<file path="src/rtl/rom_port_arbiter_if.sv">
// rtl/rom_port_arbiter_if.sv - requester and ROM-port signal bundle for rom_port_arbiter
// slave is the arbiter side; master is the requester/ROM side.
interface rom_port_arbiter_if #(
    parameter int NREQ = 4,
    parameter int AW   = 8,
    parameter int DW   = 32
);
    logic [NREQ-1:0]    req_valid;
    logic [NREQ*AW-1:0] req_addr;
    logic [NREQ-1:0]    req_gnt;
    logic [NREQ-1:0]    rsp_valid;
    logic [NREQ*DW-1:0] rsp_data;
    logic [AW-1:0]      addr_a;
    logic [AW-1:0]      addr_b;
    logic [DW-1:0]      q_a;
    logic [DW-1:0]      q_b;

    modport slave (
        input  req_valid, req_addr, q_a, q_b,
        output req_gnt, rsp_valid, rsp_data, addr_a, addr_b
    );

    modport master (
        output req_valid, req_addr, q_a, q_b,
        input  req_gnt, rsp_valid, rsp_data, addr_a, addr_b
    );
endinterface

</file>
<file path="src/rtl/rom_port_arbiter.sv">
// rtl/rom_port_arbiter.sv - round-robin arbiter sharing the two dual_port_rom read ports
// Define ROM_ARB_MERGE_EN to also grant requesters whose address matches a chosen port.
module rom_port_arbiter #(
    parameter int NREQ = 4,
    parameter int AW   = 8,
    parameter int DW   = 32,
    parameter int LAT  = 1
) (
    input  logic              clk,
    input  logic              rst,
    rom_port_arbiter_if.slave bus
);
    localparam int IW = (NREQ > 1) ? $clog2(NREQ) : 1;
    localparam int SW = IW + 1;

    logic [IW-1:0]      rr_ptr_q, rr_ptr_d;
    logic [AW-1:0]      addr_a_q, addr_a_d;
    logic [AW-1:0]      addr_b_q, addr_b_d;
    logic [NREQ-1:0]    rsp_valid_q, rsp_valid_d;
    logic [NREQ*DW-1:0] rsp_data_q, rsp_data_d;

    logic [NREQ-1:0] gnt;
    logic            a_found, b_found;
    logic [IW-1:0]   a_idx, b_idx, last_idx, idx;
    logic [SW-1:0]   pos;

`ifdef ROM_ARB_MERGE_EN
    logic [NREQ-1:0]           a_mask, b_mask;
    logic [LAT-1:0][NREQ-1:0]  pa_mask_q, pa_mask_d, pb_mask_q, pb_mask_d;
`else
    logic [LAT-1:0]            pa_v_q, pa_v_d, pb_v_q, pb_v_d;
    logic [LAT-1:0][IW-1:0]    pa_idx_q, pa_idx_d, pb_idx_q, pb_idx_d;
`endif

    // Scan from rr_ptr; the first valid gets port A, the next eligible one port B.
    always_comb begin
        gnt      = '0;
        a_found  = 1'b0;
        b_found  = 1'b0;
        a_idx    = '0;
        b_idx    = '0;
        last_idx = rr_ptr_q;
        idx      = '0;
        pos      = '0;
`ifdef ROM_ARB_MERGE_EN
        a_mask   = '0;
        b_mask   = '0;
`endif
        for (int k = 0; k < NREQ; k++) begin
            pos = {1'b0, rr_ptr_q} + SW'(k);
            if (pos >= SW'(NREQ)) pos = pos - SW'(NREQ);
            idx = pos[IW-1:0];
            if (!rst && bus.req_valid[idx]) begin
                if (!a_found) begin
                    a_found  = 1'b1;
                    a_idx    = idx;
                    gnt[idx] = 1'b1;
                    last_idx = idx;
`ifdef ROM_ARB_MERGE_EN
                    a_mask[idx] = 1'b1;
                end else if (bus.req_addr[idx*AW +: AW] == bus.req_addr[a_idx*AW +: AW]) begin
                    gnt[idx]    = 1'b1;
                    a_mask[idx] = 1'b1;
                    last_idx    = idx;
                end else if (!b_found) begin
                    b_found     = 1'b1;
                    b_idx       = idx;
                    gnt[idx]    = 1'b1;
                    b_mask[idx] = 1'b1;
                    last_idx    = idx;
                end else if (bus.req_addr[idx*AW +: AW] == bus.req_addr[b_idx*AW +: AW]) begin
                    gnt[idx]    = 1'b1;
                    b_mask[idx] = 1'b1;
                    last_idx    = idx;
                end
`else
                end else if (!b_found) begin
                    b_found  = 1'b1;
                    b_idx    = idx;
                    gnt[idx] = 1'b1;
                    last_idx = idx;
                end
`endif
            end
        end
    end

    always_comb begin
        addr_a_d = a_found ? bus.req_addr[a_idx*AW +: AW] : addr_a_q;
        addr_b_d = b_found ? bus.req_addr[b_idx*AW +: AW] : addr_b_q;
        rr_ptr_d = rr_ptr_q;
        if (a_found) rr_ptr_d = (last_idx == IW'(NREQ - 1)) ? '0 : last_idx + 1'b1;
    end

    // In-flight reads shift one stage per cycle; the last stage lines up with ROM q.
    always_comb begin
        rsp_valid_d = '0;
        rsp_data_d  = rsp_data_q;
`ifdef ROM_ARB_MERGE_EN
        pa_mask_d    = '0;
        pb_mask_d    = '0;
        pa_mask_d[0] = a_mask;
        pb_mask_d[0] = b_mask;
        for (int s = 1; s < LAT; s++) begin
            pa_mask_d[s] = pa_mask_q[s-1];
            pb_mask_d[s] = pb_mask_q[s-1];
        end
        for (int i = 0; i < NREQ; i++) begin
            if (pa_mask_q[LAT-1][i]) begin
                rsp_valid_d[i]         = 1'b1;
                rsp_data_d[i*DW +: DW] = bus.q_a;
            end
            if (pb_mask_q[LAT-1][i]) begin
                rsp_valid_d[i]         = 1'b1;
                rsp_data_d[i*DW +: DW] = bus.q_b;
            end
        end
`else
        pa_v_d      = '0;
        pb_v_d      = '0;
        pa_idx_d    = '0;
        pb_idx_d    = '0;
        pa_v_d[0]   = a_found;
        pb_v_d[0]   = b_found;
        pa_idx_d[0] = a_idx;
        pb_idx_d[0] = b_idx;
        for (int s = 1; s < LAT; s++) begin
            pa_v_d[s]   = pa_v_q[s-1];
            pb_v_d[s]   = pb_v_q[s-1];
            pa_idx_d[s] = pa_idx_q[s-1];
            pb_idx_d[s] = pb_idx_q[s-1];
        end
        if (pa_v_q[LAT-1]) begin
            rsp_valid_d[pa_idx_q[LAT-1]]         = 1'b1;
            rsp_data_d[pa_idx_q[LAT-1]*DW +: DW] = bus.q_a;
        end
        if (pb_v_q[LAT-1]) begin
            rsp_valid_d[pb_idx_q[LAT-1]]         = 1'b1;
            rsp_data_d[pb_idx_q[LAT-1]*DW +: DW] = bus.q_b;
        end
`endif
    end

    always_ff @(posedge clk or posedge rst) begin
        if (rst) begin
            rr_ptr_q    <= '0;
            addr_a_q    <= '0;
            addr_b_q    <= '0;
            rsp_valid_q <= '0;
            rsp_data_q  <= '0;
`ifdef ROM_ARB_MERGE_EN
            pa_mask_q   <= '0;
            pb_mask_q   <= '0;
`else
            pa_v_q      <= '0;
            pb_v_q      <= '0;
            pa_idx_q    <= '0;
            pb_idx_q    <= '0;
`endif
        end else begin
            rr_ptr_q    <= rr_ptr_d;
            addr_a_q    <= addr_a_d;
            addr_b_q    <= addr_b_d;
            rsp_valid_q <= rsp_valid_d;
            rsp_data_q  <= rsp_data_d;
`ifdef ROM_ARB_MERGE_EN
            pa_mask_q   <= pa_mask_d;
            pb_mask_q   <= pb_mask_d;
`else
            pa_v_q      <= pa_v_d;
            pb_v_q      <= pb_v_d;
            pa_idx_q    <= pa_idx_d;
            pb_idx_q    <= pb_idx_d;
`endif
        end
    end

    // Port addresses go out combinationally so the ROM samples them on the next edge.
    assign bus.req_gnt   = gnt;
    assign bus.addr_a    = addr_a_d;
    assign bus.addr_b    = addr_b_d;
    assign bus.rsp_valid = rsp_valid_q;
    assign bus.rsp_data  = rsp_data_q;
endmodule
</file>
<file path="src/flat_wrapper.sv">
// flat-port wrapper written by rule: the top's interface ports become plain ports
module rom_port_arbiter_flat 
#(
    parameter int NREQ = 4,
    parameter int AW   = 8,
    parameter int DW   = 32,
    parameter int LAT  = 1
)
  (clk, rst, bus_req_valid, bus_req_addr, bus_q_a, bus_q_b, bus_req_gnt, bus_rsp_valid, bus_rsp_data, bus_addr_a, bus_addr_b);
  rom_port_arbiter_if #(.NREQ(NREQ), .AW(AW), .DW(DW)) bus_i ();
  input  logic clk;
  input  logic rst;
  input wire logic [$bits(bus_i.req_valid)-1:0] bus_req_valid;
  input wire logic [$bits(bus_i.req_addr)-1:0] bus_req_addr;
  input wire logic [$bits(bus_i.q_a)-1:0] bus_q_a;
  input wire logic [$bits(bus_i.q_b)-1:0] bus_q_b;
  output wire logic [$bits(bus_i.req_gnt)-1:0] bus_req_gnt;
  output wire logic [$bits(bus_i.rsp_valid)-1:0] bus_rsp_valid;
  output wire logic [$bits(bus_i.rsp_data)-1:0] bus_rsp_data;
  output wire logic [$bits(bus_i.addr_a)-1:0] bus_addr_a;
  output wire logic [$bits(bus_i.addr_b)-1:0] bus_addr_b;
  assign bus_i.req_valid = bus_req_valid;
  assign bus_i.req_addr = bus_req_addr;
  assign bus_i.q_a = bus_q_a;
  assign bus_i.q_b = bus_q_b;
  assign bus_req_gnt = bus_i.req_gnt;
  assign bus_rsp_valid = bus_i.rsp_valid;
  assign bus_rsp_data = bus_i.rsp_data;
  assign bus_addr_a = bus_i.addr_a;
  assign bus_addr_b = bus_i.addr_b;
  rom_port_arbiter #(.NREQ(NREQ), .AW(AW), .DW(DW), .LAT(LAT)) u_core (.clk(clk), .rst(rst), .bus(bus_i));
endmodule
</file>
<file path="config.mk">
export PLATFORM = sky130hd
export DESIGN_NAME = rom_port_arbiter_flat
export DESIGN_NICKNAME = d
export VERILOG_FILES = /design/src/rtl/rom_port_arbiter_if.sv /design/src/rtl/rom_port_arbiter.sv /design/src/flat_wrapper.sv
export SDC_FILE = /design/constraint.sdc
export NUM_CORES = 1
export LEC_CHECK = 0
export CAP_MARGIN = 20
export CORE_MARGIN = 2
export CORE_UTILIZATION = 26
export CTS_BUF_LIST = sky130_fd_sc_hd__clkbuf_2
export DETAILED_ROUTE_END_ITERATION = 16
export MAX_ROUTING_LAYER = met4
export PLACE_DENSITY_LB_ADDON = 0.15
export SLEW_MARGIN = 20
export SYNTH_ARGS = -nofsm -noshare
export SYNTH_HDL_FRONTEND = slang
export SYNTH_SLANG_ARGS = --single-unit
</file>
<file path="constraint.sdc">
create_clock -name clk -period 17.8 [get_ports clk]
set_clock_uncertainty 0.05 [all_clocks]
set_input_delay 2.67 -clock clk [delete_from_list [all_inputs] [get_ports clk]]
set_output_delay 2.67 -clock clk [all_outputs]
set_load 0.02 [all_outputs]
</file>
# ---- Yosys cells after proc, flatten, opt, wreduce, memory -nomap -nowiden
# Index checks and enable logic that the tools add are counted.
dict set report totals {
  regBits 156
  output_inout_bits 152
}
dict set report op_classes {
  addsub 10
  n_lt_le_gt_ge 16
  eq_ne 1
  shift 6
  n_mux 74
  bitwise 4
  reduce_logical 11
}
# op n
set ops {}
lappend ops {{128-bit bitwise mux} 2}
lappend ops {{128-bit two-way mux} 2}
lappend ops {{32-bit by 34-bit variable shift with 128-bit output (first input constant)} 2}
lappend ops {{32-bit by 34-bit indexed part select with 128-bit output} 2}
lappend ops {{7-bit negation with 34-bit output} 2}
lappend ops {{32-bit by 6-bit indexed part select with 8-bit output} 2}
lappend ops {{2-bit two-way mux} 28}
lappend ops {{4-bit two-way mux} 10}
lappend ops {{1-bit two-way mux} 20}
lappend ops {{2-bit by 3-bit less-than comparator with 1-bit output (second input constant)} 6}
lappend ops {{8-bit two-way mux} 2}
lappend ops {{4-bit bitwise OR} 4}
lappend ops {{1-bit demux with 2-bit select} 6}
lappend ops {{2-bit by 1-bit greater-or-equal comparator with 1-bit output (second input constant)} 6}
lappend ops {{1-bit logical AND} 10}
lappend ops {{3-bit greater-or-equal comparator (second input constant)} 3}
lappend ops {{1-bit binary-select mux with 2-bit select} 4}
lappend ops {{2-bit by 1-bit subtractor with 2-bit output (second input constant)} 4}
lappend ops {{2-bit by 2-bit adder with 3-bit output (second input constant)} 2}
lappend ops {{2-bit by 1-bit adder with 3-bit output (second input constant)} 1}
lappend ops {{2-bit by 3-bit greater-or-equal comparator with 1-bit output (second input constant)} 1}
lappend ops {{2-bit by 1-bit adder with 2-bit output (second input constant)} 1}
lappend ops {{2-bit == test (second input constant)} 1}
lappend ops {{1-bit logical NOT} 1}

# ---- Longest topological paths before layout
# Gate-level depths: netlist (run 1).
dict set report logic_depth {
  depth_word 17
  depth_mapped 13
  ltp_nobuf 9
}

# ---- Worst setup path after synthesis (run 1)
# Ideal clock, no wire load.
dict set report synth_timing {
  kind {input to output}
  start {input rst}
  end {output bus_addr_a[6]}
  arrival_ps 7906
  t_required_ps 15080
  slack_ps 7174
  cell_stages 10
  n_path_buf 3
  cell_sequence {buf_6 > inv_1 > a22oi_1 > o22a_1 > a41oi_1 > buf_6 > buf_12 > mux2i_1 > a31o_1 > a21oi_2}
}
dict set report synth_between {
  elab_chain_cells 11
}
# item line_no
set synth_lines {}
lappend synth_lines {{start: declaration} flat_wrapper.sv:12} ;# input logic rst;
lappend synth_lines {{1-bit logical NOT (*)} rom_port_arbiter.sv:53} ;# if (!rst && bus.req_valid[idx]) begin
lappend synth_lines {{1-bit logical AND} rom_port_arbiter.sv:53}
lappend synth_lines {{2-bit two-way mux / 1-bit two-way mux (equally long branches)} rom_port_arbiter.sv:53}
lappend synth_lines {{2-bit two-way mux} rom_port_arbiter.sv:54} ;# if (!a_found) begin
lappend synth_lines {{2-bit two-way mux} rom_port_arbiter.sv:53}
lappend synth_lines {{2-bit two-way mux} rom_port_arbiter.sv:54}
lappend synth_lines {{2-bit two-way mux} rom_port_arbiter.sv:53}
lappend synth_lines {{2-bit two-way mux} rom_port_arbiter.sv:54}
lappend synth_lines {{2-bit two-way mux} rom_port_arbiter.sv:53}
lappend synth_lines {{32-bit by 6-bit indexed part select with 8-bit output} rom_port_arbiter.sv:89} ;# addr_a_d = a_found ? bus.req_addr[a_idx*AW +: AW] : addr_a_q;
lappend synth_lines {{8-bit two-way mux (*)} rom_port_arbiter.sv:89}
lappend synth_lines {{end: declaration} flat_wrapper.sv:20} ;# output wire logic [$bits(bus_i.addr_a)-1:0] bus_addr_a;
# Mark *: on every way between the ends. The rest lies on a longest branch, timed or not.

# ---- Worst setup path after layout (run 1)
dict set report layout_timing {
  start {input rst}
  end {output bus_addr_a[5]}
}
# The elaborated chain is that of the path after synthesis.

==> results of run 1 <==
-- how the worst max path moves through the flow --
stage	start	to
detailed placement	rst	bus_addr_a[5]
global placement	rst	bus_addr_a[3]
finish	rst	bus_addr_a[5]
CTS	rst	bus_addr_a[5]
floorplan	rst	bus_addr_a[6]
global route	rst	bus_addr_b[3]
-- metal layers --
layer | vias up | wire [um]
li1 | 3481 | -
met1 | 3745 | 14800
met2 | 260 | 15400
met3 | 20 | 1640
met4 | 0 | 365
met5 | - | 0
-- worst max-delay path: cells and delay by family --
family | cells | cell delay, ps
AO/OA/AOI/OAI | 2 | 720
AND/OR/NAND/NOR | 3 | 1650
buffers and inverters | 2 | 1230
-- logic make-up (layout without fill, tap and decap cells) --
family / Yosys count / in the layout / synth area share
xor gates and xnor gates: 4 / 4 / 0.00522
DFF: 156 / 156 / 0.479
other: 0 / 1 / 0
AOI/OAI and AO/OA: 323 / 323 / 0.273
buffers and inverters: 81 / 314 / 0.0479
muxes: 38 / 38 / 0.0516
adders and majority gates: 24 / 24 / 0.0367
and+or+nand+nor: 206 / 206 / 0.107
-- cell type report --
cell class	instances	area, sq um
Tap cell	396	495
Antenna cell	1	2.50
Fill cell	3167	19500
Inverter	16	65.1
Clock buffer	18	90.1
Clock inverter	14	135
Timing Repair Buffer	266	2630
Multi-Input combinational cell	595	3900
Sequential cell	156	3900
-- synthesized netlist by cell type, drive strengths merged, types with 2 or more instances --
library cell    n
nor2           20
buf            13
a41oi           2
ha             23
o211ai          2
a22o            3
xnor2           4
inv            16
nand2b          2
o22ai           3
dfrtp         156
o21ai         139
nor3            2
a222oi          4
clkbuf         52
nor4            3
o221ai         10
nor4b           3
a22oi         130
nor2b           3
and3            2
o22a            2
nand2         155
or3             3
mux2            3
a21oi          16
and2            6
a31o            8
nand3           4
mux2i          35
-- placed cells by master, fill, tap and decap left out, types with 2 or more instances in the layout --
| cell | n |
|---|---|
| nor4_2 | 3 |
| a31o_1 | 2 |
| nor3_1 | 2 |
| a22oi_1 | 129 |
| mux2_4 | 3 |
| nand3_1 | 4 |
| o211ai_1 | 2 |
| o21ai_1 | 5 |
| a31o_2 | 6 |
| nand2_1 | 150 |
| and3_2 | 2 |
| clkinvlp_4 | 5 |
| o22ai_2 | 2 |
| a41oi_2 | 2 |
| o21ai_0 | 133 |
| inv_1 | 14 |
| o22a_1 | 2 |
| and2_1 | 6 |
| a21oi_1 | 8 |
| nor2_1 | 19 |
| or3_1 | 3 |
| nand2_2 | 5 |
| nor2b_1 | 2 |
| clkdlybuf4s50_1 | 253 |
| a222oi_1 | 4 |
| xnor2_1 | 3 |
| dfrtp_1 | 156 |
| ha_1 | 23 |
| nor4b_2 | 2 |
| o221ai_2 | 8 |
| inv_6 | 5 |
| mux2i_1 | 33 |
| buf_4 | 13 |
| mux2i_4 | 2 |
| o221ai_1 | 2 |
| clkbuf_2 | 18 |
| a21oi_2 | 7 |
| clkinv_4 | 2 |
-- state kept, by name, indices dropped and copies added (netlist names) --
register and cells:
u_core.pa_v_q 1, u_core.addr_a_q 8, u_core.pb_idx_q 2, u_core.pb_v_q 1, u_core.bus.rsp_data 128, u_core.bus.rsp_valid 4
u_core.pa_idx_q 2, u_core.addr_b_q 8, u_core.rr_ptr_q 2
-- through the flow --
stage                     setup slack [ps]  power [W]  instances
after floorplan                       7170    0.00136        832
after global placement                8790    0.00191       1429
after detailed placement              8770    0.00192       1429
after CTS                             8790    0.00212       1461
after global routing                  8490    0.00224       1462
final                                 8780    0.00210       1462
-- power groups by stage --
stage          registers, W  clock network [W]  logic [W]
3_3_place_gp       0.000624                  0    0.00129
6_report           0.000615           0.000198    0.00129
4_1_cts            0.000618           0.000208    0.00130
5_1_grt            0.000635           0.000222    0.00138
3_5_place_dp       0.000626                  0    0.00130
2_1_floorplan      0.000749                  0   0.000609
==> impl_results.md, run 1 <==
* Rel. slew slack at 0.295
* Hold EP: u_core.addr_b_q[4]
* Yosys reg bits at around 160
* Logic gate share of total power at 0.613
* Gate Count Post-Synth at ~830
* Top-Level Pins at between 200 and 300
* Setup crit start kind: primary input
* Slew Viols, Final at 0
* Worst-path clk slew at around 260 ps
* RePlAce Congestion at ~0.87
* DRC Markers at 0
* Worst IR Drop VDD at roughly 0.096 mV
* CP max stage delay at ~670 ps
* MaxCap Viol Count at 0
* Fin crit period at roughly 9000 ps
* Dpl hpwl at roughly 21000 um
* Synth unique cells at 59
* Placement-stage cell area at between 10000 and 15000 sq um
* Period utilisation layout at 0.507
* Synth area leader: dfrtp_1
* Port-buffer cells at around 250
* CP Data Arrival Time at 6300 ps
* CTS tree: built
* CTS HTree Levels at 4
* Cells on worst reg2reg path at 8
* GRT Max-Usage Layer: met2
* DR vias at about 7500
* Met2 Use GR at 0.320
* Total gr overflow at 0
* Syn_area_per_cell at 9.79 sq um
* WP data required at between 15000 and 20000 ps
* Hold depth at 2
* WL/cell at roughly 22 um
* Post-synth EDFFs at 0
* Initial DRC Count at between 600 and 700
* Top-area cell type share of the netlist area at 0.479
* Vias per cell at around 5.1
* Clock latency on the worst-skew pair at between 700 and 800 ps
* Core Util, Final at 0.365
* Main synth FF type: dfrtp_1
* Share of layout cells above drive strength 1 at 0.0939
* Outcome: finished, final reports clean
* Register-to-register setup slack at about 14000 ps
* Grt met1 use at 0.267
* P_sw at approximately 0.001 W
* Worst hold slack at between 400 and 500 ps
* YS warnings at 0
* Max Freq at 111 MHz
* Pwr/cell area at roughly 190 nW/um^2
* Fin. Hold Viols at 0
* Post-synthesis net count at about 960
* Final wirelength at 32200 um
* Initial core utilization at 0.265
* Initial DRT Pass Iterations at 7
* Area delta synth->final at 37.8%
* Register share of total power at 0.293
* CP endpoint kind: primary output
* Pin count of the biggest net entering global routing at 94
* Die width at approximately 180 um
* Cell-internal power at approximately 0.0011 W
* Worst hold path class: reg2reg
* Die ar. at about 33000 sq um
* Most frequent CP cell: clkdlybuf4s50_1
* # hold bufs at CTS at 0
* Net Sw Frac at 0.467
* Async S/R FF share, synth at 1.00
* RSZ-0062 raised after global routing: no
* Overall routing resource usage at 0.200
* Clock power frac at 0.094
* Setup CP Type: in2out
* First-pass GRT wire length at 48600 um
* DRT antenna net count at 0
* Post-Route Setup TNS at 0 ps
* Met3 Use GR at 0.0353
* Worst slew pin tran at 1050 ps
* Ranking of synthesized cells by area: dfrtp_1 (48%), a22oi_1 (12%), o21ai_0 (8.2%), nand2_1 (7.1%), mux2i_1 (4.1%)
* RR Startpoint: u_core.rr_ptr_q[0]
* Static leakage at roughly 4.5 nW
* Nets@finish at approximately 1200
* Vias in the first global route at 7530
* CP Cell Sequence: clkdlybuf4s50_1, or2_1, o22ai_2, or3_1, nor2b_2, a21oi_1, clkdlybuf4s50_1
* R2r endpoint: u_core.addr_a_q[5]
* Initial antenna violation count at 1
* Worst hold start: u_core.addr_b_q[4]
* Mapped Area at roughly 8100 sq um
* Post-CTS Setup Inserts at 0
* CP max-delay cell: or3_1
* Num rows at 64
* Final setup vio count at 0
* Post-CTS Resized at 0
* Clock sinks at between 150 and 200
* CP Max Fanout at 21
* CTS max path bufs at 2
* TritonCTS Buffers at 17
* Root Buffer: clkbuf_2
* Final instance area at approximately 11000 sq um
* Core ar. at about 31000 sq um
* Die Y-Extent at roughly 180 um
* Share of the yosys chip area belonging to registers at 0.479
(Power assumes the default switching activity.)
==> inputs of run 2 (changes only) <==
==> constraint.sdc (replaced) <==
create_clock -name clk -period 9.4 [get_ports clk]
set_clock_uncertainty 0.05 [all_clocks]
set_input_delay 1.41 -clock clk [delete_from_list [all_inputs] [get_ports clk]]
set_output_delay 1.41 -clock clk [all_outputs]
set_load 0.02 [all_outputs]
==> run 2 against run 1 <==
Compared with the run above: first-iteration DRC count is 25% lower; cell area is 0.11% higher; sequential power is 90% higher; count of clock-buffer cells in the layout is 1 lower; sequential cell count stayed put; sequential share of layout area hardly changed; worst hold slack better by 6.0 ps; critical path type is now reg2out; critical endpoint unchanged; largest power group unchanged.
==> impl_results.md, run 2 (synthesis results as in run 1) <==
* Placement-stage cell area at 11000 sq um (unchanged)
* Die Y-Extent at 181 um (unchanged)
* Top-Level Pins at 254 (unchanged)
* Setup crit start kind: register
* TritonCTS Buffers at 17 (unchanged)
* Worst Setup SP: u_core.rr_ptr_q[0]
* Fill cells at 3183 (+0.51%)
* Static leakage at 4.52 nW (+0.40%)
* Worst slew pin tran at 1010 ps (-41.0 ps)
* Initial DRC Count at 492 (-25%)
* Num rows at 64 (unchanged)
* DRC Markers at 0 (unchanged)
* Register-to-register setup slack at 5390 ps (-8230 ps)
* RePlAce Congestion at 0.852 (-2.2%)
* Worst hold path class: reg2reg
* Final instance area at 11200 sq um (+0.11%)
* # hold bufs at CTS at 0 (unchanged)
* Rel. slew slack at 0.322 (+0.0274)
* Dpl hpwl at 20600 um (+0.26%)
* CP Max Fanout at 21 (unchanged)
* Worst-path clk slew at 280 ps (+20 ps)
* Most frequent cells in the layout: clkdlybuf4s50_1 (253), dfrtp_1 (156), nand2_1 (150), o21ai_0 (133), a22oi_1 (129)
* Fin crit period at 6650 ps
* WL/cell at 21.9 um (-0.30%)
* Pin count of the biggest net entering global routing at 88 (-6.4%)
* DR vias at 7494 (-0.16%)
* Slew Viols, Final at 0 (unchanged)
* Largest register FFs at 128 (unchanged)
* Post-CTS Resized at 0 (unchanged)
* Root Buffer: clkbuf_2
* Pwr/cell area at 353 nW/um^2 (+88%)
* Clock latency on the worst-skew pair at 730 ps (+20 ps)
* Outcome: finished, final reports clean
* CP endpoint kind: primary output
* Worst hold slack at 464 ps (+5.96 ps)
* Post-Route Setup TNS at 0 ps (unchanged)
* Core ar. at 30700 sq um (unchanged)
* Vias in the first global route at 7619 (+1.2%)
* RSZ-0062 raised after global routing: no
* Max Freq at around 150 MHz
* Setup CP Type: reg2out
* Total gr overflow at 0 (unchanged)
* Share of layout cells above drive strength 1 at 0.0938 (about the same)
* Power, Total at 0.00396 W (+89%)
* CTS HTree Levels at 4 (unchanged)
* DRT antenna net count at 0 (unchanged)
* Period utilisation layout at 0.707
* Worst hold start: u_core.addr_b_q[4]
* Overall routing resource usage at 0.201 (+0.000589)
* RR Startpoint: u_core.rr_ptr_q[0]
* Final setup vio count at 0 (unchanged)
* Die ar. at 32800 sq um (unchanged)
* Final wirelength at 32100 um (-0.23%)
* Clock sinks at 156 (unchanged)
* Nets@finish at 1178 (+0.085%)
* Post-CTS Setup Inserts at 0 (unchanged)
* Vias per cell at 5.12 (-0.23%)
* Initial core utilization at 0.265 (unchanged)
* CTS max path bufs at 2 (unchanged)
* Initial DRT Pass Iterations at 6 (-1)
* First-pass GRT wire length at 48600 um (about the same)
* Die width at 181 um (unchanged)
* CTS tree: built
* CP Data Arrival Time at 5190 ps (-1110 ps)
* Fin. Hold Viols at 0 (unchanged)
* Worst IR Drop VDD at 0.191 mV (+99%)
* MaxCap Viol Count at 0 (unchanged)
* WP data required at 7940 ps (-7140 ps)
* Initial antenna violation count at 1 (unchanged)
* Area delta synth->final at 38.0%
* Commonest non-fill, non-tap cell in the layout: clkdlybuf4s50_1
* Port-buffer cells at 253 (unchanged)
[run 2: where the power goes]
| group | switching, W | internal (W) | total (W) | leakage [nW] |
|---|---|---|---|---|
| Clock | 0.000286 | 0.0000800 | 0.000366 | 0.132 |
| Combinational | 0.00137 | 0.00106 | 0.00243 | 2.30 |
| Sequential | 0.000205 | 0.000961 | 0.00117 | 2.10 |
[run 2: worst max-delay path, cell delays in order, from the launching register on]
cell and delay [ps]:
dfrtp_1 970, inv_1 380, ha_1 480, nor2b_1 220, a22oi_2 410, nand2_1 170, or3_1 630, nor2b_2 360
a21oi_1 230, clkdlybuf4s50_1 640
[run 2: path summary, 6_finish.rpt]
check | depth (start not counted) | end
worst max-delay path | 9 | bus_addr_a[5]
worst min-delay path | 2 | u_core.addr_b_q[4]
worst max register to register | 8 | u_core.addr_a_q[5]
worst min register to register | 2 | u_core.addr_b_q[4]
max in group asynchronous | 4 | u_core.bus.rsp_data[67]
min in group asynchronous | 2 | u_core.addr_b_q[4]
[run 2: layout make-up]
cell class	count	area, sq um	area share
antenna	1	2.50	0.000223
tap	396	495	0.0441
sequential	156	3900	0.347
multi-input combinational	595	3900	0.347
clock buffer	17	85.1	0.00757
timing repair buffer	267	2650	0.236
inverter	16	65.1	0.00579
clock inverter	15	133	0.0118
[run 2: metal layers]
layer	routed length (um)	track usage	share of wire
met2	15700	0.322	0.49
met5	0	-	0
met3	1710	0.0395	0.053
met1	14300	0.264	0.44
met4	459	0.0442	0.014
[run 2: metrics by stage]
| step | instances | utilization | worst slack (ps) |
|---|---|---|---|
| floorplan | 832 | - | 1290 |
| global placement | 1429 | 0.358 | 3020 |
| detailed placement | 1429 | 0.358 | 2920 |
| CTS | 1461 | 0.365 | 2580 |
| global route | 1463 | 0.365 | 2210 |
| finish | 1463 | 0.365 | 2750 |
==> inputs of run 3 (changes only) <==
==> constraint.sdc (replaced) <==
create_clock -name clk -period 6.71 [get_ports clk]
set_clock_uncertainty 0.05 [all_clocks]
set_input_delay 1.0065 -clock clk [delete_from_list [all_inputs] [get_ports clk]]
set_output_delay 1.0065 -clock clk [all_outputs]
set_load 0.02 [all_outputs]
==> run 3 against run 2 <==
Compared with the run above: wire length is 2.8% higher; sequential cell count did not move; combinational power grew 42%; highest routed layer unchanged.
==> impl_results.md, run 3 (synthesis results as in run 1) <==
* Outcome: finished, final reports clean
* Final WS setup at 854 ps (-1900 ps)
* Period utilisation layout at 0.873
* Clock latency on the worst-skew pair at 700 ps (-30 ps)
* Die Y-Extent at 181 um (unchanged)
* Core Util, Final at 0.366 (about the same)
* Post-CTS Setup Inserts at 0 (unchanged)
* Worst hold path class: reg2reg
* Root Buffer: clkbuf_2
* Fin crit period at approximately 6000 ps
* Max Freq at roughly 170 MHz
* TritonCTS Buffers at 17 (unchanged)
* CP max-delay cell: clkdlybuf4s50_1
* Static leakage at 4.53 nW (about the same)
* CP Max Fanout at 21 (unchanged)
* Vias in the first global route at 7667 (+0.63%)
* Vias per cell at 5.22 (+1.9%)
* Nets@finish at 1181 (+0.25%)
* Share of layout cells above drive strength 1 at 0.0964 (+0.00254)
* Initial core utilization at 0.265 (unchanged)
* DRT antenna net count at 0 (unchanged)
* Pwr/cell area at 498 nW/um^2 (+41%)
* Top-Level Pins at 254 (unchanged)
* Area delta synth->final at 38.0% (about the same)
* Worst-path clk slew at 280 ps (about the same)
* Core ar. at 30700 sq um (unchanged)
* Worst slew pin tran at 1100 ps (+85.4 ps)
* WL/cell at 22.5 um (+2.6%)
* Overall routing resource usage at 0.204 (+0.00314)
* # hold bufs at CTS at 0 (unchanged)
* Final setup vio count at 0 (unchanged)
* Largest register FFs at 128 (unchanged)
* Initial DRT Pass Iterations at 7 (+1)
* Setup crit start kind: register
* Cells on worst reg2reg path at 8 (unchanged)
* Pre-CTS setup slack at 1020 ps (-1900 ps)
* Final wirelength at 33000 um (+2.8%)
* DRC Markers at 0 (unchanged)
* Post-CTS Resized at 0 (unchanged)
* Port-buffer cells at 253 (unchanged)
* Total gr overflow at 0 (unchanged)
* Clock sinks at 156 (unchanged)
* MaxCap Viol Count at 0 (unchanged)
* Slew Viols, Final at 0 (unchanged)
* CTS HTree Levels at 4 (unchanged)
* Dpl hpwl at 20900 um (+1.4%)
* Initial DRC Count at 622 (+26%)
* CTS tree: built
* CTS max path bufs at 2 (unchanged)
* CP Cell Sequence: buf_4, inv_1, ha_1, nor2b_1, a22oi_2, nand2_1, or3_1, nor2b_2, a21oi_2, clkdlybuf4s50_1
* Fin. Hold Viols at 0 (unchanged)
* Rel. slew slack at 0.261 (-0.0607)
* Commonest non-fill, non-tap cell in the layout: clkdlybuf4s50_1
* Pin count of the biggest net entering global routing at 73 (-17%)
* Die ar. at 32800 sq um (unchanged)
* First-pass GRT wire length at 49600 um (+2.0%)
* Power, Total at 0.00559 W (+41%)
* Post-Route Setup TNS at 0 ps (unchanged)
* RePlAce Congestion at 0.883 (+3.7%)
* Setup CP Type: reg2out
* CP Data Arrival Time at 4800 ps (-390 ps)
* Most frequent cells in the layout: clkdlybuf4s50_1 (253), dfrtp_1 (156), nand2_1 (150), o21ai_0 (133), a22oi_1 (129)
* CP max stage delay at 660 ps (-310 ps)
* WP data required at 5650 ps (-2290 ps)
* Initial antenna violation count at 1 (unchanged)
* Die width at 181 um (unchanged)
* RSZ-0062 raised after global routing: no
* DR vias at 7655 (+2.1%)
* Hold depth at 2 (unchanged)
* Num rows at 64 (unchanged)
* CP endpoint kind: primary output
* Worst IR Drop VDD at 0.192 mV (+0.66%)
-- run 3: cell count changes in the layout (fill, tap and decap cells not counted) --
cell,before,now
buf_4,13,17
clkinv_4,4,2
clkinvlp_4,1,3
buf_12,1,0
clkinv_8,1,0
inv_8,2,3
-- run 3: path summary, 6_finish.rpt --
| path | slack (ps) | startpoint | to |
|---|---|---|---|
| max | 850 | u_core.rr_ptr_q[0] | bus_addr_a[1] |
| min | 470 | u_core.addr_b_q[4] | u_core.addr_b_q[4] |
| max reg2reg | 3070 | u_core.rr_ptr_q[0] | u_core.addr_a_q[1] |
| min reg2reg | 470 | u_core.addr_b_q[4] | u_core.addr_b_q[4] |
| max in group asynchronous | 4360 | rst | u_core.bus.rsp_data[54] |
| min in group asynchronous | 880 | rst | u_core.addr_b_q[1] |
-- run 3: worst max-delay path: cells and delay by family, from the launching register on --
family / cells / cell delay (ps)
flops: 1 / 390
simple gates: 4 / 1390
buf+inv: 3 / 1190
compound gates: 2 / 690
fa+ha+maj: 1 / 430
-- run 3: per-layer routing --
metal | GRT usage | part of all wire | up-vias
li1 | - | - | 3490
met1 | 0.274 | 0.47 | 3853
met2 | 0.318 | 0.47 | 276
met3 | 0.0331 | 0.046 | 36
met4 | 0.0582 | 0.019 | 0
met5 | - | 0 | -
-- run 3: final cells by class --
class	count	area, sq um
flip-flops and latches	156	3900
diodes	1	2.50
clock buffers	17	85.1
repair buffers	270	2660
inverters	16	63.8
clock inverters	15	126
well taps	396	495
fillers	3164	19500
multi-input cells	595	3900
-- run 3: stage by stage --
stage / hold slack [ps] / instance area [sq um] / instances
final: 472 / 11200 / 1466
after global routing: 494 / 11200 / 1466
after CTS: 473 / 11200 / 1465
after detailed placement: 414 / 11000 / 1433
after global placement: 408 / 11000 / 1433
after floorplan: 478 / 8150 / 832
-- run 3: report_power, final --
group / total (W) / internal, W / switching [W] / leakage (nW)
clock network: 0.000519 / 0.000111 / 0.000408 / 0.128
logic: 0.00346 / 0.00149 / 0.00197 / 2.30
registers: 0.00161 / 0.00135 / 0.000265 / 2.10
